<file path="config.mk">
export PLATFORM = sky130hd
export DESIGN_NAME = error_controller
export DESIGN_NICKNAME = d
export VERILOG_FILES = /design/src/rtl/error_controller.sv
export SDC_FILE = /design/constraint.sdc
export NUM_CORES = 1
export LEC_CHECK = 0
export ABC_AREA = 1
export BUFFER_PORTS_ARGS = -buffer_cell sky130_fd_sc_hd__buf_4
export CAP_MARGIN = 15
export CORE_MARGIN = 5
export CORE_UTILIZATION = 45
export CTS_BUF_LIST = sky130_fd_sc_hd__clkbuf_8
export DETAILED_ROUTE_END_ITERATION = 6
export PLACE_DENSITY_LB_ADDON = 0.15
export SLEW_MARGIN = 20
export SYNTH_ARGS = -nofsm -noshare
export SYNTH_HDL_FRONTEND = slang
export SYNTH_SLANG_ARGS = --single-unit
</file>
<file path="constraint.sdc">
create_clock -name clk -period 1.9 [get_ports clk]
set_input_delay 0.095 -clock clk [delete_from_list [all_inputs] [get_ports clk]]
set_output_delay 0.095 -clock clk [all_outputs]
set_load 0.05 [all_outputs]
</file>
<file path="src/rtl/error_controller.sv">
// rtl/error_controller.sv - backward-pass sequencer feeding delta vectors to the backprop datapath
// Optional macro ERROR_CTRL_SATURATE_EN: clamp hidden-layer lanes instead of wrapping them.
module error_controller #(
  parameter int NEURON_NUM       = 5,
  parameter int ERROR_WIDTH      = 10,
  parameter int DELTA_WIDTH      = 9,
  parameter int LAYER_ADDR_WIDTH = 2,
  parameter int LAYER_MAX        = 3
) (
  input  logic                              clk,
  input  logic                              rst,
  input  logic [NEURON_NUM*DELTA_WIDTH-1:0] start_errors,
  input  logic                              start_errors_valid,
  output logic                              start_errors_ready,
  input  logic [LAYER_ADDR_WIDTH-1:0]       layer_number,
  input  logic                              layer_number_valid,
  output logic                              layer_number_ready,
  input  logic [NEURON_NUM*ERROR_WIDTH-1:0] prop_errors,
  input  logic                              prop_errors_valid,
  output logic                              prop_errors_ready,
  output logic [NEURON_NUM*DELTA_WIDTH-1:0] delta_inputs,
  output logic                              delta_inputs_valid,
  input  logic                              delta_inputs_ready,
  output logic                              layer_error,
  output logic                              pass_done
);

  typedef enum logic [1:0] {IDLE, WAIT_START, WAIT_PROP, SEND} state_t;

  localparam logic [LAYER_ADDR_WIDTH-1:0] LAST_LAYER = LAYER_ADDR_WIDTH'(LAYER_MAX - 1);

  state_t                              state_q, state_d;
  logic [LAYER_ADDR_WIDTH-1:0]         expected_layer_q, expected_layer_d;
  logic [LAYER_ADDR_WIDTH-1:0]         cur_layer_q, cur_layer_d;
  logic [NEURON_NUM*DELTA_WIDTH-1:0]   delta_buf_q, delta_buf_d;
  logic                                layer_error_q, layer_error_d;
  logic                                pass_done_q, pass_done_d;
  logic [NEURON_NUM*DELTA_WIDTH-1:0]   narrow_vec;
  logic signed [ERROR_WIDTH-1:0]       lane;

`ifdef ERROR_CTRL_SATURATE_EN
  localparam logic signed [ERROR_WIDTH-1:0] SAT_MAX = ERROR_WIDTH'((2 ** (DELTA_WIDTH - 1)) - 1);
  localparam logic signed [ERROR_WIDTH-1:0] SAT_MIN = ~SAT_MAX;

  always_comb begin
    narrow_vec = '0;
    lane       = '0;
    for (int i = 0; i < NEURON_NUM; i++) begin
      lane = prop_errors[i*ERROR_WIDTH +: ERROR_WIDTH];
      if (lane > SAT_MAX)
        narrow_vec[i*DELTA_WIDTH +: DELTA_WIDTH] = SAT_MAX[DELTA_WIDTH-1:0];
      else if (lane < SAT_MIN)
        narrow_vec[i*DELTA_WIDTH +: DELTA_WIDTH] = SAT_MIN[DELTA_WIDTH-1:0];
      else
        narrow_vec[i*DELTA_WIDTH +: DELTA_WIDTH] = lane[DELTA_WIDTH-1:0];
    end
  end
`else
  logic unused_hi_bits;

  // Wrap mode keeps only the low bits; the discarded high bits are folded into a sink.
  always_comb begin
    narrow_vec     = '0;
    lane           = '0;
    unused_hi_bits = 1'b0;
    for (int i = 0; i < NEURON_NUM; i++) begin
      lane = prop_errors[i*ERROR_WIDTH +: ERROR_WIDTH];
      narrow_vec[i*DELTA_WIDTH +: DELTA_WIDTH] = lane[DELTA_WIDTH-1:0];
      unused_hi_bits = unused_hi_bits ^ (^lane[ERROR_WIDTH-1:DELTA_WIDTH]);
    end
  end
`endif

  assign layer_number_ready = !rst && (state_q == IDLE);
  assign start_errors_ready = !rst && (state_q == WAIT_START);
  assign prop_errors_ready  = !rst && (state_q == WAIT_PROP);
  assign delta_inputs_valid = !rst && (state_q == SEND);
  assign delta_inputs       = delta_buf_q;
  assign layer_error        = layer_error_q;
  assign pass_done          = pass_done_q;

  always_comb begin
    state_d          = state_q;
    expected_layer_d = expected_layer_q;
    cur_layer_d      = cur_layer_q;
    delta_buf_d      = delta_buf_q;
    layer_error_d    = 1'b0;
    pass_done_d      = 1'b0;
    case (state_q)
      IDLE: begin
        if (layer_number_valid) begin
          if (layer_number == expected_layer_q) begin
            cur_layer_d = layer_number;
            state_d     = (layer_number == LAST_LAYER) ? WAIT_START : WAIT_PROP;
          end else begin
            layer_error_d = 1'b1;
          end
        end
      end
      WAIT_START: begin
        if (start_errors_valid) begin
          delta_buf_d = start_errors;
          state_d     = SEND;
        end
      end
      WAIT_PROP: begin
        if (prop_errors_valid) begin
          delta_buf_d = narrow_vec;
          state_d     = SEND;
        end
      end
      SEND: begin
        if (delta_inputs_ready) begin
          state_d = IDLE;
          // Layer 1 closes the pass; the next pass restarts at the output layer.
          if (cur_layer_q > LAYER_ADDR_WIDTH'(1)) begin
            expected_layer_d = cur_layer_q - LAYER_ADDR_WIDTH'(1);
          end else begin
            expected_layer_d = LAST_LAYER;
            pass_done_d      = 1'b1;
          end
        end
      end
      default: state_d = IDLE;
    endcase
  end

  always_ff @(posedge clk) begin
    if (rst) begin
      state_q          <= IDLE;
      expected_layer_q <= LAST_LAYER;
      cur_layer_q      <= '0;
      delta_buf_q      <= '0;
      layer_error_q    <= 1'b0;
      pass_done_q      <= 1'b0;
    end else begin
      state_q          <= state_d;
      expected_layer_q <= expected_layer_d;
      cur_layer_q      <= cur_layer_d;
      delta_buf_q      <= delta_buf_d;
      layer_error_q    <= layer_error_d;
      pass_done_q      <= pass_done_d;
    end
  end

endmodule

</file>
---- Word-level counts from Yosys, hierarchy flattened ----
Index checks and enable logic that the tools add are counted.
storage, ports and cells
  register bits ........................... 53
  latch bits .............................. 0
  memory bits (writable) .................. 0
  bits in read-only memories .............. 0
  bits of input ports ..................... 103
  output and inout port bits .............. 51
  logic and storage cells ................. 48
  memories kept ........................... 0
operators by class
  $add $sub $neg .......................... 1
  multiply operators ...................... 0
  div/mod/pow operators ................... 0
  magnitude comparators ................... 1
  eq/ne operators ......................... 10
  shifts and indexed selects .............. 0
  mux-type cells .......................... 13
  bitwise operators ....................... 4
  reduce and logical (&&, ||, !) cells .... 13
operators by type and width
  kind                   number
  $mux W45               2
  $pmux W45 S2           1
  $mux W2                7
  $ne A2 B2 Y1 const B   4
  $pmux W2 S4            1
  $eq A2 B2 Y1 const B   3
  $reduce_and A3 Y1      2
  $reduce_or A3 Y1       2
  $reduce_and A5 Y1      1
  $logic_and A1 B1 Y1    4
  $not A1 Y1             4
  $eq A2 B1 Y1 const B   1
  $eq A2 B2 Y1           1
  $gt A2 B1 Y1 const B   1
  $logic_not A2 Y1       1
  $mux W1                2
  $ne A2 B1 Y1 const B   1
  $reduce_and A2 Y1      1
  $reduce_bool A2 Y1     1
  $sub A2 B1 Y2 const B  1
  $logic_not A1 Y1       1

---- Logic depth before layout (Yosys ltp) ----
Gate-level depths: netlist of run 1.
  depth in word-level cells ............... 5
  gate-level depth with buffers ........... 9

---- Worst setup path after synthesis of run 1 ----
OpenSTA, ideal clock, no wires.
  kind .................................... register -> output
  start point ............................. reg state_q[0]
  end point ............................... out prop_errors_ready
  arrival ................................. 1.689 ns
  data required time ...................... 1.805 ns
  path slack .............................. 0.116 ns
  cell stages (with the launch flop) ...... 7
  path buffers ............................ 2
  cells stage by stage .................... dfxtp_1 > inv_1 > ha_1 > buf_2 > inv_4 > buf_2 > nor2_1
between the ends
  longest elaborated chain between the ends .. 2
ends and longest elaborated chain
  item                    RTL line  RTL
  start, declared         32        state_t state_q, state_d;
  start signal, assigned  137       state_q <= state_d;
  $eq A2 B2 Y1            76        assign prop_errors_ready = !rst && (state_q == WAIT_PROP);
  $logic_and A1 B1 Y1     76
  end, declared           20        output logic prop_errors_ready,
Every way passes these cells.

---- Worst setup path after layout of run 1 ----
Ends and elaborated chain as after synthesis.

==> run_results.csv, run 1 <==
group,metric,value,unit
detailed_routing,drt_first_pass_iters,4,
place,numPortBuffers,148,
cells_and_area,layout.nets,659,
synth,synthesis.area,2690,um^2
pwr,p_sw_share,49.9,%
floorplan,dieArea,7620,um^2
synth,synth-seq-cells,53,
clock_tree,cts_buffer_depth,2,
floorplan,die_x,87.3,um
timing,holdWs,0.0200,ns
synth,syn_nets,523,
timing,fin_crit,1.72,ns
critical_path,critPathSlowestCell,"dfxtp_1",
synth,synth.avg_cell_area,6.47,um^2
detailed_routing,drtIter0Drc,89,
timing,timing.final.crit_share,90.5,%
detailed_routing,wirelength,7310,um
floorplan,core_area,5850,um^2
synth,async_reset_ff_share,0,%
grt,grt_max_degree,57,
synth,yosysSeqAreaShare,39.5,%
synth,synthCells,415,
grt,grt_pass1_wl,11800,um
flow_run,max-cap-violations,0,
critical_path,critPathArrivalTime,1.62,ns
clock_tree,cts_setup_buffers,0,
pwr,clkPwrFrac,11.2,%
critical_path,cpPeakStageDelay,0.39,ns
place,place.gp.congestion,0.766,
grt,grt_overflow_total,0,
grt,grt_usage,19.2,%
cells_and_area,num_antenna_cells,0,
pwr,p_int,2.69,mW
timing,finClkSkew,0.00201,ns
status,status,"finished, final reports clean",
clock_tree,cts_resized,0,
timing,slew_viol_final,0,
timing,rsz0062_at_grt,"false",
critical_path,worstPathRequired,1.80,ns
grt,antenna_found_initial,0,
synth,synth-main-ff-cell,"dfxtp_1",
synth,synth_edf_count,0,
cells_and_area,drive_gt1_share,29.7,%
critical_path,cp-start-kind,"flip-flop",
clock_tree,clk-insertion-delay-late,0.29,ns
timing,hold_violations,0,
place,hpwl,5610,um
floorplan,io_pins,154,
clock_tree,cts_htree_levels,2,
floorplan,fp-row-count,28,
clock_tree,cts_root_buffer,"clkbuf_8",
timing,setup_violations,0,
floorplan,floorplan.initialDensity,45.9,%
clock_tree,numClockSinks,53,
detailed_routing,vias,2899,
critical_path,cp_max_fo,46,
timing,max_clock_freq,582,MHz
critical_path,path_cells,"inv_1, ha_2, inv_6, nor2_1, buf_4",
floorplan,die_h,87.3,um
clock_tree,cts.clk_slew.worst_paths,0.09,ns
clock_tree,cts_buffers,5,
pwr,powerDensity,1370,nW/um^2
clock_tree,ctsHoldBuffers,0,
timing,slew_headroom,78.8,%
synth,synth_cell_types,20,
timing,fin_setup_tns,0,ns
pwr,irDropWorstVdd,711,uV
cells_and_area,final_common_cell,"nand2_1",
pwr,p_comb_share,59.4,%
detailed_routing,drc,0,
cells_and_area,num-fill-cells,547,
cells_and_area,area_growth,45.4,%
synth,ys_warn_count,0,
detailed_routing,routedWlPerCell,11.7,um
detailed_routing,viasPerCell,4.62,
cells_and_area,most-common-layout-cells,"nand2_1 (154), buf_4 (150), inv_1 (61), dfxtp_1 (53), a21oi_1 (51)",
min_path,worstHoldPathType,"in2reg",
critical_path,critPathKind,"reg2out",
critical_path,end_kind,"output port",
pwr,cellLeakagePower,2.05,nW
pwr,switchingPower,2.67,mW
clock_tree,cts_tree,"built",
grt,grt_pass1_vias,2721,
detailed_routing,ant_nets,0,
timing,worst_pin_slew,0.317,ns
pwr,seqPwrFrac,29.4,%
==> stage by stage <==
stage / utilization [%] / instances / total power, mW / worst slack, ns / cell area [um^2]
floorplan: - / 415 / 3.96 / 0.116 / 2690
global placement: 65.3 / 619 / 4.75 / 0.388 / 3820
detailed placement: 65.3 / 619 / 4.81 / 0.311 / 3820
CTS: 66.7 / 627 / 5.42 / 0.0842 / 3900
global route: 66.7 / 627 / 5.78 / 0.0607 / 3910
finish: 66.7 / 627 / 5.37 / 0.181 / 3910
==> worst max-delay path: cells and delay by family, from the launching register on <==
kind,cells,cell delay [ns]
simple gates,1,0.08
flops,1,0.39
fa+ha+maj,1,0.27
buf+inv,3,0.59
==> power by group through the flow <==
| stage | combinational, mW | sequential [mW] | clock [mW] |
|---|---|---|---|
| floorplan | 1.41 | 2.55 | 0 |
| global placement | 3.16 | 1.59 | 0 |
| detailed placement | 3.21 | 1.60 | 0 |
| CTS | 3.21 | 1.58 | 0.626 |
| global route | 3.48 | 1.62 | 0.682 |
| finish | 3.19 | 1.58 | 0.601 |
==> registers in the layout, summed over array words and instances, names as in the netlist <==
signal / cells
pass_done: 1
expected_layer_q: 2
cur_layer_q: 2
layer_error: 1
delta_inputs: 45
state_q: 2
==> worst paths after layout <==
path | start | to | slack (ns) | depth (start not counted)
setup / recovery | state_q[0] | prop_errors_ready | 0.18 | 5
hold / removal | rst | cur_layer_q[1] | 0.02 | 2
hold reg to reg | delta_inputs[7] | delta_inputs[7] | 0.45 | 2
setup reg to reg | state_q[0] | delta_inputs[20] | 0.24 | 7
==> cells in the mapped netlist (3+ instances only) <==
library cell | count | area [um^2]
buf_2 | 12 | 60.1
dfxtp_1 | 53 | 1060
buf_4 | 4 | 30.0
o21ai_1 | 45 | 225
inv_1 | 60 | 225
nor2_1 | 8 | 30.0
nand2_1 | 154 | 578
ha_1 | 5 | 62.6
clkbuf_1 | 3 | 11.3
nand3_1 | 7 | 35.0
buf_6 | 5 | 56.3
a21oi_1 | 51 | 255
==> cell type report <==
type / count / area, um^2 / area share, %
multi-input combinational: 276 / 1240 / 31.8
clock inverter: 3 / 13.8 / 0.352
tap: 75 / 93.8 / 2.40
timing repair buffer: 153 / 1190 / 30.4
sequential: 53 / 1060 / 27.2
clock buffer: 5 / 68.8 / 1.76
inverter: 62 / 238 / 6.09
==> per-layer routing <==
metal / vias up / GRT usage (%) / wire length, um / part of all wire, %
li1: 1556 / - / - / -
met1: 1227 / 21.6 / 2830 / 39
met2: 108 / 34.2 / 3620 / 50
met3: 8 / 6.72 / 780 / 11
met4: 0 / 5.44 / 72 / 0.99
met5: - / 0 / 0 / 0
==> logic make-up (layout without fill, tap and decap cells) <==
logic type      after synthesis  in the layout  share of synthesized area (%)
flops                        53             53                           39.5
buf+inv                      86            223                           14.6
fa+ha+maj                     5              5                           2.33
simple gates                171            171                           24.4
compound gates              100            100                           19.2
Note: power is estimated with default switching activity, not from simulation.
==> run 2: changes to the inputs <==
CELL_PAD_IN_SITES_DETAIL_PLACEMENT = 1   (was not set)
CELL_PAD_IN_SITES_GLOBAL_PLACEMENT = 1   (was not set)
CORE_UTILIZATION = 30   (was 45)
==> run 2 against run 1 <==
Count of clock-buffer cells in the layout increased by 1. Critical path depth stayed put. Sequential power is essentially flat. Clock skew increased by 0.0073 ns. Sequential cell count did not move. Setup slack better by 0.024 ns. Combinational power is 1% higher. Routed wire length is 14% higher. Die area grew 44%. Largest cell class unchanged.
==> run_results.csv, run 2 (synthesis gave the netlist of run 1 again) <==
group,metric,value,unit
critical_path,reg2regPathDepth,7,
clock_tree,cts.clk_slew.worst_paths,0.09,ns
critical_path,critical-path-top-delay-family,"buffers and inverters",
clock_tree,cts_buffers,5,
critical_path,cp-start-kind,"flip-flop",
pwr,cellLeakagePower,2.06,nW
cells_and_area,final_common_cell,"nand2_1",
min_path,hold_end,"cur_layer_q[1]",
timing,timing.final.crit_share,89.2,%
grt,antenna_found_initial,0,
critical_path,r2r-start,"state_q[0]",
timing,setup_violations,0,
floorplan,fp-row-count,34,
clock_tree,clk-insertion-delay-late,0.30,ns
clock_tree,cts_tree,"built",
floorplan,dieArea,10900,um^2
timing,setup_slack,0.205,ns
grt,grt_pass1_vias,2889,
clock_tree,cts_buffer_depth,2,
critical_path,path_cells,"inv_1, ha_2, inv_6, nor2_1, buf_4",
floorplan,die_x,105,um
clock_tree,ctsHoldBuffers,0,
critical_path,critPathKind,"reg2out",
grt,grt_max_degree,53,
timing,max_clock_freq,590,MHz
timing,slew_headroom,75.1,%
status,status,"finished, final reports clean",
flow_run,max-cap-violations,0,
critical_path,worstPathRequired,1.80,ns
critical_path,reg2reg_slack,0.31,ns
floorplan,floorplan.initialDensity,30.8,%
cells_and_area,most-common-layout-cells,"nand2_1 (154), buf_4 (150), inv_1 (61), dfxtp_1 (53), a21oi_1 (51)",
timing,slew_viol_final,0,
critical_path,end_kind,"output port",
critical_path,crit_buf_inv,3,
grt,grt_overflow_total,0,
min_path,hold_start,"rst",
floorplan,core_area,8720,um^2
pwr,powerDensity,1410,nW/um^2
cells_and_area,layout.nets,659,
clock_tree,cts_htree_levels,2,
grt,grt_pass1_wl,13600,um
clock_tree,numClockSinks,53,
cells_and_area,largest_register_ffs,45,
detailed_routing,drc,0,
place,place_ws,0.285,ns
detailed_routing,ant_nets,0,
critical_path,cpPeakStageDelay,0.39,ns
timing,finClkSkew,0.00935,ns
detailed_routing,vias,2940,
min_path,whs_path_depth,2,
floorplan,die_h,105,um
critical_path,cp_max_fo,46,
place,hpwl,6460,um
critical_path,r2r_end,"delta_inputs[21]",
critical_path,critPathSlowestCell,"dfxtp_1",
min_path,worstHoldPathType,"in2reg",
critical_path,critPathArrivalTime,1.60,ns
cells_and_area,drive_gt1_share,29.7,%
pwr,irDropWorstVdd,437,uV
detailed_routing,drtIter0Drc,50,
detailed_routing,wirelength,8360,um
place,numPortBuffers,148,
timing,worst_pin_slew,0.373,ns
detailed_routing,routedWlPerCell,12.7,um
clock_tree,cts_root_buffer,"clkbuf_8",
cells_and_area,num_antenna_cells,0,
timing,fin_setup_tns,0,ns
timing,rsz0062_at_grt,"false",
timing,hold_violations,0,
clock_tree,cts_setup_buffers,0,
floorplan,io_pins,154,
detailed_routing,drt_first_pass_iters,2,
cells_and_area,area_growth,48.2,%
timing,fin_crit,1.69,ns
place,place.gp.congestion,0.700,
grt,grt_usage,14.7,%
detailed_routing,viasPerCell,4.45,
run 2: cell types whose count changed in the layout (fill, tap and decap cells not counted), sizes merged:
cell,delta
bufinv,+1
clkinv,-2
clkbuf,+1
run 2: area by class of cell:
cell class | count | area, um^2
sequential | 53 | 1060
clock inverter | 2 | 33.8
tap | 108 | 135
inverter | 62 | 238
clock buffer | 6 | 82.6
fill | 1172 | 4740
multi-input combinational | 276 | 1240
timing repair buffer | 153 | 1190
run 2: metal layers:
layer  up-vias  global-route usage, %  wire (um)
li1       1550                      -          -
met1      1297                   18.4       3690
met2        91                   24.1       3870
met3         2                   5.98        759
met4         0                   2.74         29
met5         -                      0          0
run 2: worst max path at each step:
stage	slack, ns	end	cells after the start	start
2_1_floorplan	0.12	prop_errors_ready	6	state_q[0]
3_3_place_gp	0.37	delta_inputs[2]	7	state_q[0]
3_5_place_dp	0.28	delta_inputs[44]	7	state_q[0]
4_1_cts	0.06	prop_errors_ready	5	state_q[0]
5_1_grt	0.06	prop_errors_ready	5	state_q[0]
6_report	0.21	prop_errors_ready	5	state_q[0]
run 2: where the power goes:
part / internal, mW / total [mW] / switching, mW
clock network: 0.425 / 0.793 / 0.368
registers: 1.42 / 1.57 / 0.151
logic: 1.02 / 3.23 / 2.21
total: 2.86 / 5.59 / 2.73
run 2: metrics by stage:
step                      util, %  area, um^2  hold WS [ns]  total power, mW  cells
after global routing         45.6        3980        0.0231             6.04    660
after detailed placement     44.3        3860         0.346             4.88    652
after floorplan                 -        2690         0.248             3.96    415
final                        45.6        3980        0.0313             5.59    660
after global placement       44.3        3860         0.341             4.81    652
after CTS                    45.6        3980        0.0177             5.70    660
run 2: what timing repair did:
item                                   in CTS  in global routing
gates resized for setup                     0                  1
setup endpoints to repair                   0                  1
endpoints found under the hold margin       0                  0
run 2: worst reg2reg max path, stage by stage (launching register included):
cell and delay (ns):
dfxtp_1 0.35, inv_1 0.11, ha_2 0.30, nand2_1 0.14
o211ai_4 0.13, buf_12 0.27, o21ai_1 0.11, a21oi_1 0.13
==> run 3: changes to the inputs <==
GPL_TIMING_DRIVEN = 0   (was not set)
==> run 3 against run 2 <==
Hold slack better by 0.022 ns. Count of clock-buffer cells in the layout is 1 lower. Global-route usage is 1.7 points higher. Final cell count is 2.3% higher. Setup slack worse by 0.050 ns. Non-clock buffer count is 17 higher. Critical path type unchanged. Largest power group unchanged. Highest routed layer unchanged.
==> run_results.csv, run 3 (synthesis gave the netlist of run 1 again) <==
group,metric,value,unit
status,status,"finished, final reports clean",
flow_run,max-cap-violations,0,
clock_tree,cts_htree_levels,2,
detailed_routing,drtIter0Drc,55,
pwr,total_power,5.58,mW
timing,finClkSkew,0.0105,ns
grt,antenna_found_initial,0,
place,place.gp.congestion,0.719,
timing,slew_headroom,69.3,%
floorplan,dieArea,10900,um^2
place,hpwl,7450,um
critical_path,cp_max_fo,19,
critical_path,reg2regPathDepth,5,
critical_path,cp-start-kind,"flip-flop",
min_path,hold_end,"layer_error",
detailed_routing,drc,0,
cells_and_area,largest_register_ffs,45,
timing,worst_pin_slew,0.458,ns
clock_tree,cts_tree,"built",
grt,grt_pass1_wl,15200,um
detailed_routing,vias,3061,
cells_and_area,num-fill-cells,1184,
timing,fin_setup_tns,0,ns
detailed_routing,routedWlPerCell,13.5,um
critical_path,r2r_end,"delta_inputs[44]",
cells_and_area,num_antenna_cells,0,
clock_tree,cts.clk_slew.worst_paths,0.08,ns
floorplan,io_pins,154,
clock_tree,numClockSinks,53,
cells_and_area,final_cells,675,
min_path,hold_start,"layer_number_valid",
floorplan,die_x,105,um
critical_path,end_kind,"output port",
detailed_routing,viasPerCell,4.53,
min_path,whs_path_depth,2,
clock_tree,clk-insertion-delay-late,0.30,ns
critical_path,critPathKind,"reg2out",
min_path,worstHoldPathType,"in2reg",
detailed_routing,drt_first_pass_iters,4,
cells_and_area,fin_area,4010,um^2
cells_and_area,final_core_util,46.0,%
floorplan,core_area,8720,um^2
critical_path,r2r-start,"state_q[1]",
timing,fin_crit,1.74,ns
clock_tree,cts_root_buffer,"clkbuf_8",
place,numPortBuffers,147,
detailed_routing,wirelength,9120,um
critical_path,reg2reg_slack,0.19,ns
timing,hold_violations,0,
cells_and_area,layout.nets,676,
timing,slew_viol_final,0,
detailed_routing,ant_nets,0,
floorplan,floorplan.initialDensity,30.8,%
timing,rsz0062_at_grt,"false",
place,placed_cell_area,3930,um^2
grt,grt_pass1_vias,3175,
timing,setup_violations,0,
clock_tree,cts_setup_buffers,0,
pwr,powerDensity,1390,nW/um^2
grt,grt_usage,16.4,%
grt,grt_max_degree,20,
critical_path,critPathArrivalTime,1.65,ns
clock_tree,cts_buffer_depth,2,
cells_and_area,most-common-layout-cells,"buf_4 (154), nand2_1 (154), inv_1 (60), dfxtp_1 (52), a21oi_1 (51)",
clock_tree,cts_buffers,5,
grt,grt_overflow_total,0,
timing,max_clock_freq,573,MHz
place,dp_cells,670,
critical_path,worstPathRequired,1.80,ns
floorplan,fp-row-count,34,
floorplan,die_h,105,um
timing,timing.final.crit_share,91.8,%
pwr,irDropWorstVdd,536,uV
pwr,cellLeakagePower,2.09,nW
cells_and_area,area_growth,49.4,%
cells_and_area,drive_gt1_share,31.2,%
-- run 3: cell count changes in the layout (fill, tap and decap cells not counted), sizes merged --
cell    previous run  this run
buf              153       167
bufinv             1         0
clkbuf             6         8
clkinv             0         1
inv               63        62
-- run 3: repair_timing --
| action | in CTS | in global routing |
|---|---|---|
| cloned | 0 | 0 |
| hold buffers | 0 | 0 |
| setup endpoints to repair | 2 | 29 |
| resized for setup | 2 | 6 |
-- run 3: how the worst max path moves through the flow --
stage / start / end / slack, ns / depth (start not counted)
5_1_grt: state_q[0] / prop_errors_ready / 0.03 / 6
4_1_cts: state_q[0] / delta_inputs[13] / 0.03 / 9
6_report: state_q[0] / prop_errors_ready / 0.16 / 6
2_1_floorplan: state_q[0] / prop_errors_ready / 0.12 / 6
3_3_place_gp: state_q[0] / delta_inputs[29] / 0.08 / 5
3_5_place_dp: state_q[1] / delta_inputs[37] / 0.003 / 5
-- run 3: area by class of cell --
type	count	area, um^2	share of cell area [%]
well taps	108	135	3.37
multi-input cells	276	1240	30.9
inverters	62	238	5.92
repair buffers	147	1100	27.5
flip-flops and latches	53	1060	26.5
plain buffers	23	160	3.99
clock buffers	5	68.8	1.71
clock inverters	1	5.00	0.125
-- run 3: worst max-delay path, stage by stage, from the launching register on --
cell and delay (ns):
dfxtp_2 0.35, inv_1 0.10, ha_1 0.26, buf_4 0.24, inv_6 0.10, nor2_1 0.10, buf_4 0.20
-- run 3: metal layers --
layer	wire (um)	vias up	GRT usage, %
met1	3830	1385	19.3
met2	4430	93	28.6
met5	0	-	0
met4	78	0	3.29
met3	783	6	6.17
li1	-	1577	-
-- run 3: report_power, final --
part / total [mW] / internal (mW) / switching (mW)
Combinational: 3.40 / 1.11 / 2.29
Sequential: 1.58 / 1.42 / 0.160
Clock: 0.595 / 0.244 / 0.351
-- run 3: per-stage QoR --
step / hold slack (ns) / setup WS (ns)
2_1_floorplan: 0.248 / 0.116
3_3_place_gp: 0.352 / 0.0779
3_5_place_dp: 0.358 / 0.00325
4_1_cts: 0.0420 / 0.0328
5_1_grt: 0.0685 / 0.0332
6_report: 0.0537 / 0.155
